--- config.mk ---
export PLATFORM = sky130hd
export DESIGN_NAME = dca_xmi_port_arbiter_flat
export DESIGN_NICKNAME = d
export VERILOG_FILES = /design/src/rtl/dca_xmi_port_arbiter_pkg.sv /design/src/rtl/dca_xmi_port_arbiter_if.sv /design/src/rtl/dca_xmi_port_arbiter_oscnt.sv /design/src/rtl/dca_xmi_port_arbiter.sv /design/src/flat_wrapper.sv
export SDC_FILE = /design/constraint.sdc
export NUM_CORES = 1
export LEC_CHECK = 0
export CORE_AREA = 2 2 148 150
export CTS_CLUSTER_DIAMETER = 40
export DETAILED_ROUTE_END_ITERATION = 10
export DIE_AREA = 0 0 150 152
export PLACE_DENSITY = 0.52
export SLEW_MARGIN = 30
export SYNTH_ARGS = -nofsm -noshare
export SYNTH_HDL_FRONTEND = slang
export SYNTH_HIERARCHICAL = 1
export SYNTH_SLANG_ARGS = --single-unit
--- constraint.sdc ---
create_clock -name clk -period 3.2 [get_ports clk]
set_input_delay 0.64 -clock clk [delete_from_list [all_inputs] [get_ports clk]]
set_output_delay 0.64 -clock clk [all_outputs]
set_load 0.05 [all_outputs]
--- src/rtl/dca_xmi_port_arbiter_pkg.sv ---
`default_nettype none
// ============================================================
// dca_xmi_port_arbiter_pkg : shared widths, states and helpers
// Revision: 1.0
// ============================================================
package dca_xmi_port_arbiter_pkg;

  localparam int c_BW_LEN   = 8;
  localparam int c_BW_SIZE  = 3;
  localparam int c_BW_BURST = 2;
  localparam int c_BW_RESP  = 2;

  typedef enum logic [0:0] {
    ST_OPEN   = 1'b0,
    ST_LOCKED = 1'b1
  } arb_state_e;

  // Requester ID sits just above the upstream burden bits.
  function automatic int f_id_bit(input int bw_burden);
    return bw_burden;
  endfunction

  function automatic int f_down_burden(input int bw_burden);
    return bw_burden + 1;
  endfunction

  function automatic int f_cnt_width(input int max_out);
    return (max_out < 1) ? 1 : $clog2(max_out + 1);
  endfunction

endpackage
`default_nettype wire

--- src/rtl/dca_xmi_port_arbiter_if.sv ---
`default_nettype none
// ============================================================
// dca_xmi_port_arbiter_if : LPI request/response bundle
// Revision: 1.0
// ============================================================
interface dca_xmi_port_arbiter_if
  import dca_xmi_port_arbiter_pkg::*;
#(
  parameter int BW_AXI_ADDR = 32,
  parameter int BW_AXI_DATA = 32,
  parameter int BW_BURDEN   = 1
);

  logic                     qvalid;
  logic                     qready;
  logic                     qlast;
  logic                     qwrite;
  logic [c_BW_LEN-1:0]      qlen;
  logic [c_BW_SIZE-1:0]     qsize;
  logic [c_BW_BURST-1:0]    qburst;
  logic [BW_AXI_DATA/8-1:0] qwstrb;
  logic [BW_AXI_DATA-1:0]   qwdata;
  logic [BW_AXI_ADDR-1:0]   qaddr;
  logic [BW_BURDEN-1:0]     qburden;

  logic                     yvalid;
  logic                     yready;
  logic                     ylast;
  logic                     ywreply;
  logic [c_BW_RESP-1:0]     yresp;
  logic [BW_AXI_DATA-1:0]   yrdata;
  logic [BW_BURDEN-1:0]     yburden;

  modport master (
    output qvalid, qlast, qwrite, qlen, qsize, qburst, qwstrb, qwdata, qaddr, qburden,
    input  qready,
    input  yvalid, ylast, ywreply, yresp, yrdata, yburden,
    output yready
  );

  modport slave (
    input  qvalid, qlast, qwrite, qlen, qsize, qburst, qwstrb, qwdata, qaddr, qburden,
    output qready,
    output yvalid, ylast, ywreply, yresp, yrdata, yburden,
    input  yready
  );

endinterface
`default_nettype wire

--- src/rtl/dca_xmi_port_arbiter_oscnt.sv ---
`default_nettype none
// ============================================================
// dca_xmi_port_arbiter_oscnt : per-requester outstanding counter
// Revision: 1.0
// ============================================================
module dca_xmi_port_arbiter_oscnt #(
  parameter int MAX_OUTSTANDING = 8,
  parameter int CNT_W           = 4
) (
  input  wire logic clk,
  input  wire logic clear,
  input  wire logic i_inc,
  input  wire logic i_dec,
  input  wire logic i_rsp,
  output logic      o_full,
  output logic      o_zero,
  output logic      o_err
);

  localparam logic [CNT_W-1:0] c_MAX = CNT_W'(MAX_OUTSTANDING);
  localparam logic [CNT_W-1:0] c_ONE = CNT_W'(1);

  logic [CNT_W-1:0] r_cnt;
  logic             w_dec_ok;
  logic             w_inc_ok;

  assign o_zero   = (r_cnt == '0);
  assign w_dec_ok = i_dec & ~o_zero;
  assign w_inc_ok = i_inc & ((r_cnt < c_MAX) | w_dec_ok);

  // A final response retiring this cycle frees a slot for a same-cycle beat.
  assign o_full = (r_cnt >= c_MAX) & ~w_dec_ok;
  assign o_err  = i_rsp & o_zero;

  always_ff @(posedge clk) begin
    if (clear) begin
      r_cnt <= '0;
    end else if (w_inc_ok & ~w_dec_ok) begin
      r_cnt <= r_cnt + c_ONE;
    end else if (w_dec_ok & ~w_inc_ok) begin
      r_cnt <= r_cnt - c_ONE;
    end
  end

endmodule
`default_nettype wire

--- src/rtl/dca_xmi_port_arbiter.sv ---
`default_nettype none
// ============================================================
// dca_xmi_port_arbiter : round-robin two-LSU share of one XMI port
// Revision: 1.0
// ============================================================
module dca_xmi_port_arbiter
  import dca_xmi_port_arbiter_pkg::*;
#(
  parameter int BW_AXI_ADDR     = 32,
  parameter int BW_AXI_DATA     = 32,
  parameter int BW_LPI_BURDEN   = 1,
  parameter int MAX_OUTSTANDING = 8
) (
  input  wire logic               clk,
  input  wire logic               clear,
  dca_xmi_port_arbiter_if.slave   s0,
  dca_xmi_port_arbiter_if.slave   s1,
  dca_xmi_port_arbiter_if.master  m,
  output logic                    busy,
  output logic                    err_unexpected
);

  localparam int c_CNT_W  = f_cnt_width(MAX_OUTSTANDING);
  localparam int c_ID_BIT = f_id_bit(BW_LPI_BURDEN);
  localparam int c_DN_BW  = f_down_burden(BW_LPI_BURDEN);

  arb_state_e r_state;
  arb_state_e w_state_nx;
  logic       r_owner;
  logic       w_owner_nx;
  logic       r_rr_prio;
  logic       w_rr_nx;
  logic       r_err;

  logic w_full0, w_full1, w_zero0, w_zero1, w_err0, w_err1;
  logic w_elig0, w_elig1, w_grant, w_gvalid, w_qlast, w_acc;
  logic w_inc0, w_inc1;
  logic w_rsp_id, w_rsp_hs, w_dec0, w_dec1, w_rsp0, w_rsp1;
  logic [BW_LPI_BURDEN-1:0] w_qburden_up;
  logic [c_DN_BW-1:0]       w_qburden_dn;

  assign w_elig0 = s0.qvalid & ~w_full0;
  assign w_elig1 = s1.qvalid & ~w_full1;

  // While locked the owner keeps the port regardless of its outstanding count.
  always_comb begin
    w_grant  = 1'b0;
    w_gvalid = 1'b0;
    if (r_state == ST_LOCKED) begin
      w_grant  = r_owner;
      w_gvalid = r_owner ? s1.qvalid : s0.qvalid;
    end else begin
      w_gvalid = w_elig0 | w_elig1;
      w_grant  = (w_elig0 & w_elig1) ? r_rr_prio : w_elig1;
    end
  end

  assign w_qlast      = w_grant ? s1.qlast : s0.qlast;
  assign w_acc        = w_gvalid & m.qready;
  assign w_qburden_up = w_grant ? s1.qburden : s0.qburden;
  assign w_qburden_dn = {w_grant, w_qburden_up};

  assign m.qvalid  = w_gvalid;
  assign m.qlast   = w_qlast;
  assign m.qwrite  = w_grant ? s1.qwrite : s0.qwrite;
  assign m.qlen    = w_grant ? s1.qlen   : s0.qlen;
  assign m.qsize   = w_grant ? s1.qsize  : s0.qsize;
  assign m.qburst  = w_grant ? s1.qburst : s0.qburst;
  assign m.qwstrb  = w_grant ? s1.qwstrb : s0.qwstrb;
  assign m.qwdata  = w_grant ? s1.qwdata : s0.qwdata;
  assign m.qaddr   = w_grant ? s1.qaddr  : s0.qaddr;
  assign m.qburden = w_qburden_dn;

  assign s0.qready = m.qready & w_gvalid & ~w_grant;
  assign s1.qready = m.qready & w_gvalid &  w_grant;

  assign w_inc0 = w_acc & w_qlast & ~w_grant;
  assign w_inc1 = w_acc & w_qlast &  w_grant;

  assign w_rsp_id = m.yburden[c_ID_BIT];
  assign m.yready = w_rsp_id ? s1.yready : s0.yready;
  assign w_rsp_hs = m.yvalid & m.yready;
  assign w_rsp0   = w_rsp_hs & ~w_rsp_id;
  assign w_rsp1   = w_rsp_hs &  w_rsp_id;
  assign w_dec0   = w_rsp0 & m.ylast;
  assign w_dec1   = w_rsp1 & m.ylast;

  assign s0.yvalid  = m.yvalid & ~w_rsp_id;
  assign s0.ylast   = m.ylast;
  assign s0.ywreply = m.ywreply;
  assign s0.yresp   = m.yresp;
  assign s0.yrdata  = m.yrdata;
  assign s0.yburden = m.yburden[BW_LPI_BURDEN-1:0];

  assign s1.yvalid  = m.yvalid & w_rsp_id;
  assign s1.ylast   = m.ylast;
  assign s1.ywreply = m.ywreply;
  assign s1.yresp   = m.yresp;
  assign s1.yrdata  = m.yrdata;
  assign s1.yburden = m.yburden[BW_LPI_BURDEN-1:0];

  always_comb begin
    w_state_nx = r_state;
    w_owner_nx = r_owner;
    w_rr_nx    = r_rr_prio;
    if (w_acc) begin
      if (w_qlast) begin
        w_state_nx = ST_OPEN;
        w_rr_nx    = ~w_grant;
      end else begin
        w_state_nx = ST_LOCKED;
        w_owner_nx = w_grant;
      end
    end
  end

  always_ff @(posedge clk) begin
    if (clear) begin
      r_state   <= ST_OPEN;
      r_owner   <= 1'b0;
      r_rr_prio <= 1'b0;
      r_err     <= 1'b0;
    end else begin
      r_state   <= w_state_nx;
      r_owner   <= w_owner_nx;
      r_rr_prio <= w_rr_nx;
      if (w_err0 | w_err1) begin
        r_err <= 1'b1;
      end
    end
  end

  dca_xmi_port_arbiter_oscnt #(
    .MAX_OUTSTANDING (MAX_OUTSTANDING),
    .CNT_W           (c_CNT_W)
  ) u_oscnt0 (
    .clk    (clk),
    .clear  (clear),
    .i_inc  (w_inc0),
    .i_dec  (w_dec0),
    .i_rsp  (w_rsp0),
    .o_full (w_full0),
    .o_zero (w_zero0),
    .o_err  (w_err0)
  );

  dca_xmi_port_arbiter_oscnt #(
    .MAX_OUTSTANDING (MAX_OUTSTANDING),
    .CNT_W           (c_CNT_W)
  ) u_oscnt1 (
    .clk    (clk),
    .clear  (clear),
    .i_inc  (w_inc1),
    .i_dec  (w_dec1),
    .i_rsp  (w_rsp1),
    .o_full (w_full1),
    .o_zero (w_zero1),
    .o_err  (w_err1)
  );

  assign busy           = (r_state == ST_LOCKED) | ~w_zero0 | ~w_zero1;
  assign err_unexpected = r_err;

endmodule
`default_nettype wire

--- src/flat_wrapper.sv ---
// flat-port wrapper written by rule: the top's interface ports become plain ports
module dca_xmi_port_arbiter_flat import dca_xmi_port_arbiter_pkg::*;
#(
  parameter int BW_AXI_ADDR     = 32,
  parameter int BW_AXI_DATA     = 32,
  parameter int BW_LPI_BURDEN   = 1,
  parameter int MAX_OUTSTANDING = 8
)
  (clk, clear, busy, err_unexpected, s0_qvalid, s0_qlast, s0_qwrite, s0_qlen, s0_qsize, s0_qburst, s0_qwstrb, s0_qwdata, s0_qaddr, s0_qburden, s0_qready, s0_yvalid, s0_ylast, s0_ywreply, s0_yresp, s0_yrdata, s0_yburden, s0_yready, s1_qvalid, s1_qlast, s1_qwrite, s1_qlen, s1_qsize, s1_qburst, s1_qwstrb, s1_qwdata, s1_qaddr, s1_qburden, s1_qready, s1_yvalid, s1_ylast, s1_ywreply, s1_yresp, s1_yrdata, s1_yburden, s1_yready, m_qvalid, m_qlast, m_qwrite, m_qlen, m_qsize, m_qburst, m_qwstrb, m_qwdata, m_qaddr, m_qburden, m_qready, m_yvalid, m_ylast, m_ywreply, m_yresp, m_yrdata, m_yburden, m_yready);
  dca_xmi_port_arbiter_if #(.BW_AXI_ADDR(BW_AXI_ADDR), .BW_AXI_DATA(BW_AXI_DATA), .BW_BURDEN(1)) s0_i ();
  dca_xmi_port_arbiter_if #(.BW_AXI_ADDR(BW_AXI_ADDR), .BW_AXI_DATA(BW_AXI_DATA), .BW_BURDEN(1)) s1_i ();
  dca_xmi_port_arbiter_if #(.BW_AXI_ADDR(BW_AXI_ADDR), .BW_AXI_DATA(BW_AXI_DATA), .BW_BURDEN(2)) m_i ();
  input  wire logic clk;
  input  wire logic clear;
  output logic busy;
  output logic err_unexpected;
  input wire logic [$bits(s0_i.qvalid)-1:0] s0_qvalid;
  input wire logic [$bits(s0_i.qlast)-1:0] s0_qlast;
  input wire logic [$bits(s0_i.qwrite)-1:0] s0_qwrite;
  input wire logic [$bits(s0_i.qlen)-1:0] s0_qlen;
  input wire logic [$bits(s0_i.qsize)-1:0] s0_qsize;
  input wire logic [$bits(s0_i.qburst)-1:0] s0_qburst;
  input wire logic [$bits(s0_i.qwstrb)-1:0] s0_qwstrb;
  input wire logic [$bits(s0_i.qwdata)-1:0] s0_qwdata;
  input wire logic [$bits(s0_i.qaddr)-1:0] s0_qaddr;
  input wire logic [$bits(s0_i.qburden)-1:0] s0_qburden;
  output wire logic [$bits(s0_i.qready)-1:0] s0_qready;
  output wire logic [$bits(s0_i.yvalid)-1:0] s0_yvalid;
  output wire logic [$bits(s0_i.ylast)-1:0] s0_ylast;
  output wire logic [$bits(s0_i.ywreply)-1:0] s0_ywreply;
  output wire logic [$bits(s0_i.yresp)-1:0] s0_yresp;
  output wire logic [$bits(s0_i.yrdata)-1:0] s0_yrdata;
  output wire logic [$bits(s0_i.yburden)-1:0] s0_yburden;
  input wire logic [$bits(s0_i.yready)-1:0] s0_yready;
  input wire logic [$bits(s1_i.qvalid)-1:0] s1_qvalid;
  input wire logic [$bits(s1_i.qlast)-1:0] s1_qlast;
  input wire logic [$bits(s1_i.qwrite)-1:0] s1_qwrite;
  input wire logic [$bits(s1_i.qlen)-1:0] s1_qlen;
  input wire logic [$bits(s1_i.qsize)-1:0] s1_qsize;
  input wire logic [$bits(s1_i.qburst)-1:0] s1_qburst;
  input wire logic [$bits(s1_i.qwstrb)-1:0] s1_qwstrb;
  input wire logic [$bits(s1_i.qwdata)-1:0] s1_qwdata;
  input wire logic [$bits(s1_i.qaddr)-1:0] s1_qaddr;
  input wire logic [$bits(s1_i.qburden)-1:0] s1_qburden;
  output wire logic [$bits(s1_i.qready)-1:0] s1_qready;
  output wire logic [$bits(s1_i.yvalid)-1:0] s1_yvalid;
  output wire logic [$bits(s1_i.ylast)-1:0] s1_ylast;
  output wire logic [$bits(s1_i.ywreply)-1:0] s1_ywreply;
  output wire logic [$bits(s1_i.yresp)-1:0] s1_yresp;
  output wire logic [$bits(s1_i.yrdata)-1:0] s1_yrdata;
  output wire logic [$bits(s1_i.yburden)-1:0] s1_yburden;
  input wire logic [$bits(s1_i.yready)-1:0] s1_yready;
  output wire logic [$bits(m_i.qvalid)-1:0] m_qvalid;
  output wire logic [$bits(m_i.qlast)-1:0] m_qlast;
  output wire logic [$bits(m_i.qwrite)-1:0] m_qwrite;
  output wire logic [$bits(m_i.qlen)-1:0] m_qlen;
  output wire logic [$bits(m_i.qsize)-1:0] m_qsize;
  output wire logic [$bits(m_i.qburst)-1:0] m_qburst;
  output wire logic [$bits(m_i.qwstrb)-1:0] m_qwstrb;
  output wire logic [$bits(m_i.qwdata)-1:0] m_qwdata;
  output wire logic [$bits(m_i.qaddr)-1:0] m_qaddr;
  output wire logic [$bits(m_i.qburden)-1:0] m_qburden;
  input wire logic [$bits(m_i.qready)-1:0] m_qready;
  input wire logic [$bits(m_i.yvalid)-1:0] m_yvalid;
  input wire logic [$bits(m_i.ylast)-1:0] m_ylast;
  input wire logic [$bits(m_i.ywreply)-1:0] m_ywreply;
  input wire logic [$bits(m_i.yresp)-1:0] m_yresp;
  input wire logic [$bits(m_i.yrdata)-1:0] m_yrdata;
  input wire logic [$bits(m_i.yburden)-1:0] m_yburden;
  output wire logic [$bits(m_i.yready)-1:0] m_yready;
  assign s0_i.qvalid = s0_qvalid;
  assign s0_i.qlast = s0_qlast;
  assign s0_i.qwrite = s0_qwrite;
  assign s0_i.qlen = s0_qlen;
  assign s0_i.qsize = s0_qsize;
  assign s0_i.qburst = s0_qburst;
  assign s0_i.qwstrb = s0_qwstrb;
  assign s0_i.qwdata = s0_qwdata;
  assign s0_i.qaddr = s0_qaddr;
  assign s0_i.qburden = s0_qburden;
  assign s0_qready = s0_i.qready;
  assign s0_yvalid = s0_i.yvalid;
  assign s0_ylast = s0_i.ylast;
  assign s0_ywreply = s0_i.ywreply;
  assign s0_yresp = s0_i.yresp;
  assign s0_yrdata = s0_i.yrdata;
  assign s0_yburden = s0_i.yburden;
  assign s0_i.yready = s0_yready;
  assign s1_i.qvalid = s1_qvalid;
  assign s1_i.qlast = s1_qlast;
  assign s1_i.qwrite = s1_qwrite;
  assign s1_i.qlen = s1_qlen;
  assign s1_i.qsize = s1_qsize;
  assign s1_i.qburst = s1_qburst;
  assign s1_i.qwstrb = s1_qwstrb;
  assign s1_i.qwdata = s1_qwdata;
  assign s1_i.qaddr = s1_qaddr;
  assign s1_i.qburden = s1_qburden;
  assign s1_qready = s1_i.qready;
  assign s1_yvalid = s1_i.yvalid;
  assign s1_ylast = s1_i.ylast;
  assign s1_ywreply = s1_i.ywreply;
  assign s1_yresp = s1_i.yresp;
  assign s1_yrdata = s1_i.yrdata;
  assign s1_yburden = s1_i.yburden;
  assign s1_i.yready = s1_yready;
  assign m_qvalid = m_i.qvalid;
  assign m_qlast = m_i.qlast;
  assign m_qwrite = m_i.qwrite;
  assign m_qlen = m_i.qlen;
  assign m_qsize = m_i.qsize;
  assign m_qburst = m_i.qburst;
  assign m_qwstrb = m_i.qwstrb;
  assign m_qwdata = m_i.qwdata;
  assign m_qaddr = m_i.qaddr;
  assign m_qburden = m_i.qburden;
  assign m_i.qready = m_qready;
  assign m_i.yvalid = m_yvalid;
  assign m_i.ylast = m_ylast;
  assign m_i.ywreply = m_ywreply;
  assign m_i.yresp = m_yresp;
  assign m_i.yrdata = m_yrdata;
  assign m_i.yburden = m_yburden;
  assign m_yready = m_i.yready;
  dca_xmi_port_arbiter #(.BW_AXI_ADDR(BW_AXI_ADDR), .BW_AXI_DATA(BW_AXI_DATA), .BW_LPI_BURDEN(BW_LPI_BURDEN), .MAX_OUTSTANDING(MAX_OUTSTANDING)) u_core (.clk(clk), .clear(clear), .s0(s0_i), .s1(s1_i), .m(m_i), .busy(busy), .err_unexpected(err_unexpected));
endmodule
Yosys cells after proc, flatten, opt, wreduce, memory -nomap -nowiden
Cells that the tools add are included.
- multipliers: 0
- reductions and logical operators: 6
- equal/unequal tests: 0
- magnitude comparators: 4
- shift-type cells: 0
- $add $sub $neg: 4
- bitwise gates (word level): 45
- divide/modulo/power cells: 0
- muxes and demuxes: 19
- operators with widths (kind ; count):
    32-bit 2-to-1 mux ; 2
    1-bit AND ; 28
    4-bit 2-to-1 mux ; 5
    1-bit NOT ; 11
    1-bit 2-to-1 mux ; 9
    4-bit by 1-bit adder with 4-bit output, second input constant ; 2
    4-bit >= comparator, second input constant ; 2
    4-bit logical NOT ; 2
    4-bit less-than comparator, second input constant ; 2
    8-bit 2-to-1 mux ; 1
    4-bit by 1-bit subtractor with 4-bit output, second input constant ; 2
    1-bit OR ; 6
    2-bit AND reduction ; 2
    2-bit nonzero test ; 2
    3-bit 2-to-1 mux ; 1
    2-bit 2-to-1 mux ; 1
- logic and storage cells: 84
- memory bits (writable): 0
- flip-flop bits (word level): 12
- memories: 0
- bits in read-only memories: 0
- output and inout bits: 167
- bits in latches: 0

Logic depth before layout (Yosys ltp)
- depth in word-level cells: 20
- gate-level depth with buffers: 16
- depth with buffers taken out: 15

Hierarchy
Netlist, hierarchy kept.
- modules (own cells, without submodules) (module ; cells each ; area each (µm²) ; instances):
    dca_xmi_port_arbiter ; 221 ; 2388.5 ; 1
    dca_xmi_port_arbiter_oscnt ; 31 ; 279.0 ; 2

Worst setup path before layout
No wires, ideal clock.
- path type: input port to flip-flop
- start point: input m_yvalid
- end point: register u_core.u_oscnt1.r_cnt[3]
- path buffers: 2
- arrival time: 3.902 ns
- setup slack: -0.825 ns
- required time: 3.077 ns
- stages: 16
- cell sequence: nor2b_1 and3_1 nor2b_1 nor3b_2 o31ai_2 buf_12 buf_8 and3_1 nor2b_1 ha_1 inv_1 ha_1 a21oi_1 a211oi_2 a31oi_1 mux2_1
- longest elaborated chain between the ends: 18
- elaborated cells on any way between the ends: 31
- ends and longest elaborated chain (item ; RTL line ; source):
    start, declared ; flat_wrapper.sv:64 ; input wire logic [$bits(m_i.yvalid)-1:0] m_yvalid;
    1-bit AND (*) ; dca_xmi_port_arbiter.sv:82 ; assign w_rsp_hs = m.yvalid & m.yready;
    1-bit AND (*) ; dca_xmi_port_arbiter.sv:83 ; assign w_rsp0 = w_rsp_hs & ~w_rsp_id;
    1-bit AND (*) ; dca_xmi_port_arbiter.sv:85 ; assign w_dec0 = w_rsp0 & m.ylast;
    named net u_core.w_dec0 ; dca_xmi_port_arbiter.sv:38 ; logic w_rsp_id, w_rsp_hs, w_dec0, w_dec1, w_rsp0, w_rsp1;
    1-bit AND (*) ; dca_xmi_port_arbiter_oscnt.sv:28 ; assign w_dec_ok = i_dec & ~o_zero;
    1-bit NOT (*) ; dca_xmi_port_arbiter_oscnt.sv:32 ; assign o_full = (r_cnt >= c_MAX) & ~w_dec_ok;
    1-bit AND (*) ; dca_xmi_port_arbiter_oscnt.sv:32 ;
    named net u_core.w_full0 ; dca_xmi_port_arbiter.sv:35 ; logic w_full0, w_full1, w_zero0, w_zero1, w_err0, w_err1;
    [5 not listed] ; n/a ;
    named net u_core.w_grant ; dca_xmi_port_arbiter.sv:36 ; logic w_elig0, w_elig1, w_grant, w_gvalid, w_qlast, w_acc;
    1-bit 2-to-1 mux ; dca_xmi_port_arbiter.sv:58 ; assign w_qlast = w_grant ? s1.qlast : s0.qlast;
    1-bit AND ; dca_xmi_port_arbiter.sv:78 ; assign w_inc1 = w_acc & w_qlast & w_grant;
    1-bit AND (*) ; dca_xmi_port_arbiter.sv:78 ;
    named net u_core.w_inc1 ; dca_xmi_port_arbiter.sv:37 ; logic w_inc0, w_inc1;
    1-bit AND (*) ; dca_xmi_port_arbiter_oscnt.sv:29 ; assign w_inc_ok = i_inc & ((r_cnt < c_MAX) | w_dec_ok);
    1-bit NOT ; dca_xmi_port_arbiter_oscnt.sv:40 ; end else if (w_dec_ok & ~w_inc_ok) begin
    1-bit AND ; dca_xmi_port_arbiter_oscnt.sv:40 ;
    2-bit nonzero test (no line) ; n/a ;
    end signal, assigned ; dca_xmi_port_arbiter_oscnt.sv:39 ; r_cnt <= r_cnt + c_ONE;
    end signal, assigned ; dca_xmi_port_arbiter_oscnt.sv:41 ; r_cnt <= r_cnt - c_ONE;
    end, declared ; dca_xmi_port_arbiter_oscnt.sv:23 ; logic [CNT_W-1:0] r_cnt;
Mark *: on every way through the listed nets, which the timed path passes. The rest lies on a longest branch.
A chain may end at the register's enable or synchronous reset.

Worst setup path after layout
- start point: input m_yburden[1]
- end point: output m_qwdata[12]
- longest elaborated chain between the ends: 13
- elaborated cells on any way between the ends: 21
- ends and longest elaborated chain (item ; RTL line ; source):
    start, declared ; flat_wrapper.sv:69 ; input wire logic [$bits(m_i.yburden)-1:0] m_yburden;
    1-bit 2-to-1 mux ; dca_xmi_port_arbiter.sv:81 ; assign m.yready = w_rsp_id ? s1.yready : s0.yready;
    1-bit AND ; dca_xmi_port_arbiter.sv:82 ;
    1-bit AND (*) ; dca_xmi_port_arbiter.sv:83 ;
    1-bit AND (*) ; dca_xmi_port_arbiter.sv:85 ;
    named net u_core.w_dec0 ; dca_xmi_port_arbiter.sv:38 ;
    1-bit AND (*) ; dca_xmi_port_arbiter_oscnt.sv:28 ;
    1-bit NOT (*) ; dca_xmi_port_arbiter_oscnt.sv:32 ;
    1-bit AND (*) ; dca_xmi_port_arbiter_oscnt.sv:32 ;
    named net u_core.w_full0 ; dca_xmi_port_arbiter.sv:35 ;
    1-bit NOT (*) ; dca_xmi_port_arbiter.sv:42 ; assign w_elig0 = s0.qvalid & ~w_full0;
    1-bit AND (*) ; dca_xmi_port_arbiter.sv:42 ;
    1-bit AND (*) ; dca_xmi_port_arbiter.sv:54 ; w_grant = (w_elig0 & w_elig1) ? r_rr_prio : w_elig1;
    1-bit 2-to-1 mux (*) ; dca_xmi_port_arbiter.sv:54 ;
    1-bit 2-to-1 mux (*) ; dca_xmi_port_arbiter.sv:49 ; if (r_state == ST_LOCKED) begin
    32-bit 2-to-1 mux (*) ; dca_xmi_port_arbiter.sv:70 ; assign m.qwdata = w_grant ? s1.qwdata : s0.qwdata;
    end, declared ; flat_wrapper.sv:60 ; output wire logic [$bits(m_i.qwdata)-1:0] m_qwdata;
Marked as above.

==> results.json <==
{
  "critPathArrivalTime_ns": 2.55,
  "stdcell_area_mm2": 0.00636,
  "hold_depth": 2,
  "antenna_found_initial": 0,
  "grt_max_degree": 16,
  "relSlewSlack": 0.575,
  "cts-hold-fix-buffers": 0,
  "place_area_mm2": 0.00552,
  "yosysTopAreaCellShare": 0.413,
  "core_area_mm2": 0.0214,
  "p_clk_frac": 0.083,
  "ios": 381,
  "rsz0062_at_grt": "yes",
  "clock_skew_ns": 0.00845,
  "max_freq_mhz": 313,
  "htree_num_levels": 1,
  "crit_path_end_kind": "primary output",
  "ys.flop_type": "dfxtp_1",
  "hold_slack_ns": 0.515,
  "synthCells": 283,
  "synthTopCellsByArea": "mux2_4, buf_4, dfxtp_1",
  "wl_mm": 13.4,
  "final_util": 0.298,
  "hp-class": "reg2reg",
  "outcome": "finished clean",
  "power_switching_mw": 1.21,
  "vias": 2962,
  "cap_violations": 0,
  "synth_edf_count": 0,
  "port_buffers": 272,
  "switching_share": 0.447,
  "ys_warn_count": 6,
  "worst_slew_pin_slew_ns": 0.636,
  "p_leak_nw": 2.70,
  "route.detailed.drc": 0,
  "clkTransAtPathRegs_ns": 0.05,
  "clk_latency_ns": 0.24,
  "antenna_left": 0,
  "p_int_mw": 1.50,
  "power.density_mw_per_mm2": 425,
  "grt_use_total": 0.107,
  "async_flop_share": 0,
  "hold_end": "u_core/err_unexpected$_SDFFE_PP0P_",
  "ctsLongestPathBuffers": 2,
  "avgSynthCellArea_um2": 10.4,
  "worstSetupPathType": "in2out",
  "fin_crit_sh": 0.997,
  "area_growth_pct": 116,
  "synth_area_leader_cell": "mux2_4",
  "path_max_fanout": 5,
  "initial_core_util": 0.138,
  "grt_overflow": 0,
  "dr.pass1.iters": 4,
  "ys_seq_area_frac": 0.0815,
  "fillers": 2203,
  "irDropWorstVdd_mv": 0.252,
  "drt_iter0_markers": 64,
  "rows": 54,
  "drv_slew": 0,
  "holdCritStartpoint": "u_core/err_unexpected$_SDFFE_PP0P_",
  "reg2reg_to": "u_core/u_oscnt0/r_cnt[3]$_SDFFE_PP0P_",
  "routedWlPerCell_um": 16.8,
  "cts_buffers": 3,
  "place_congestion": 0.836,
  "p_seq_frac": 0.076,
  "start_kind": "primary input",
  "root_buffer": "clkbuf_16",
  "clock-sinks": 12,
  "ff2ff_setup_slack_ns": 0.45,
  "ys_types": 35,
  "dieArea_mm2": 0.0228,
  "required_ns": 2.56,
  "die_w_um": 150,
  "finalSetupViolCount": 0,
  "die_y_um": 152,
  "nets": 744,
  "comb_power_share": 0.841,
  "hpwlAfterDp_mm": 11.1,
  "reg2reg_depth": 14,
  "synth_area_mm2": 0.00295,
  "grt_pass1_wl_mm": 19.0,
  "hold_violations": 0,
  "viasPerCell": 3.70,
  "reg2reg_from": "u_core/u_oscnt1/r_cnt[3]$_SDFFE_PP0P_",
  "synth_seq_cells": 12,
  "cts_tree": "yes",
  "drive_gt1_frac": 0.500,
  "min_period_ns": 3.19,
  "grt_pass1_vias": 3264,
  "startpoint": "m_yburden[1]",
  "syn-num-nets": 505,
  "diodes": 0
}
worst max-delay path: stages:
cell and delay, ns:
buf_6 0.09, buf_6 0.11, nor2b_4 0.10, and3_4 0.20
nor2b_4 0.05, nor3b_4 0.22, o31ai_4 0.09, buf_12 0.15
buf_4 0.13, buf_12 0.14, buf_16 0.14, mux2_4 0.32
buf_6 0.16
cell families after synthesis:
group | after synthesis | synth area share
AOI/OAI and AO/OA | 18 | 0.0488
xor gates and xnor gates | 4 | 0.0119
adders and majority gates | 8 | 0.0391
buffers and inverters | 95 | 0.272
DFF | 12 | 0.0815
muxes | 90 | 0.446
and+or+nand+nor | 56 | 0.101
routing by layer:
| layer | vias up | GRT usage | part of all wire | wire length (µm) |
|---|---|---|---|---|
| met5 | - | 0 | 0 | 0 |
| met4 | 0 | 0.00629 | 0.00030 | 4 |
| met3 | 2 | 0.0477 | 0.12 | 1670 |
| met2 | 217 | 0.199 | 0.51 | 6780 |
| met1 | 1356 | 0.116 | 0.37 | 4940 |
| li1 | 1387 | - | - | - |
stage by stage:
stage	power, mW	worst slack [ns]	instances	setup TNS [ns]
2_1_floorplan	1.73	-0.192	283	-0.383
3_3_place_gp	2.13	-0.568	779	-34.97
3_5_place_dp	2.14	-0.694	779	-39.86
4_1_cts	2.71	-0.0739	800	-2.09
5_1_grt	2.82	-0.0707	800	-1.88
6_report	2.71	0.0100	800	0
layout by cell type, fill, tap and decap left out, types with 5 or more instances in the layout:
master / netlist / layout
clkdlybuf4s50_1: 0 / 177
mux2_4: 81 / 81
buf_8: 1 / 13
ha_4: 0 / 5
dfxtp_1: 12 / 12
buf_16: 0 / 5
buf_12: 9 / 19
nor2b_4: 0 / 5
buf_6: 0 / 65
nor2_1: 18 / 18
and2_1: 7 / 5
buf_4: 76 / 38
cell usage after synthesis (2+ instances only):
master    number
nor3_1         2
nor2b_1        7
buf_2          2
mux2i_1        3
mux2_4        81
xor2_1         2
a31oi_1        2
nor4_1         2
inv_1          6
fa_1           2
nand3b_1       2
o31ai_2        2
and2_1         7
nand2b_1       4
a21oi_1        6
xnor2_1        2
ha_1           6
o32ai_1        2
nand3_1        4
buf_4         76
nand2_1        5
nor2_1        18
a211oi_2       2
mux2_1         5
a311oi_1       2
and3_1         3
buf_12         9
dfxtp_1       12
layout make-up:
type / instances / area (µm²) / share of cell area
clock buffer: 3 / 75.1 / 0.0118
inverter: 6 / 30.0 / 0.00472
sequential: 12 / 240 / 0.0377
multi-input combinational: 176 / 2100 / 0.330
tap: 280 / 350 / 0.0550
timing repair buffer: 323 / 3570 / 0.560
registers in the layout, indices dropped and copies added (netlist names):
| name | cells |
|---|---|
| u_core/r_state | 1 |
| u_core/u_oscnt0/r_cnt | 4 |
| u_core/r_rr_prio | 1 |
| u_core/r_owner | 1 |
| u_core/err_unexpected | 1 |
| u_core/u_oscnt1/r_cnt | 4 |
worst max-delay path by stage:
stage | endpoint | depth (start not counted)
floorplan | u_core/u_oscnt0/r_cnt[3]$_SDFFE_PP0P_ | 16
global placement | u_core/u_oscnt0/r_cnt[3]$_SDFFE_PP0P_ | 16
detailed placement | u_core/u_oscnt1/r_cnt[3]$_SDFFE_PP0P_ | 16
CTS | m_qwdata[19] | 14
global route | u_core/u_oscnt0/r_cnt[3]$_SDFFE_PP0P_ | 18
finish | m_qwdata[12] | 13
power by group through the flow:
stage,sequential (mW),combinational (mW),clock (mW)
floorplan,0.197,1.54,0
global placement,0.202,1.92,0
detailed placement,0.204,1.94,0
CTS,0.204,2.28,0.229
global route,0.209,2.38,0.234
finish,0.205,2.28,0.224
what timing repair did:
action / CTS / global route
setup endpoints to repair: 92 / 86
setup buffers: 15 / 1
gates resized for setup: 124 / 20
pin swaps: 12 / 10
cloned: 5 / 1
(Power assumes the default switching activity.)
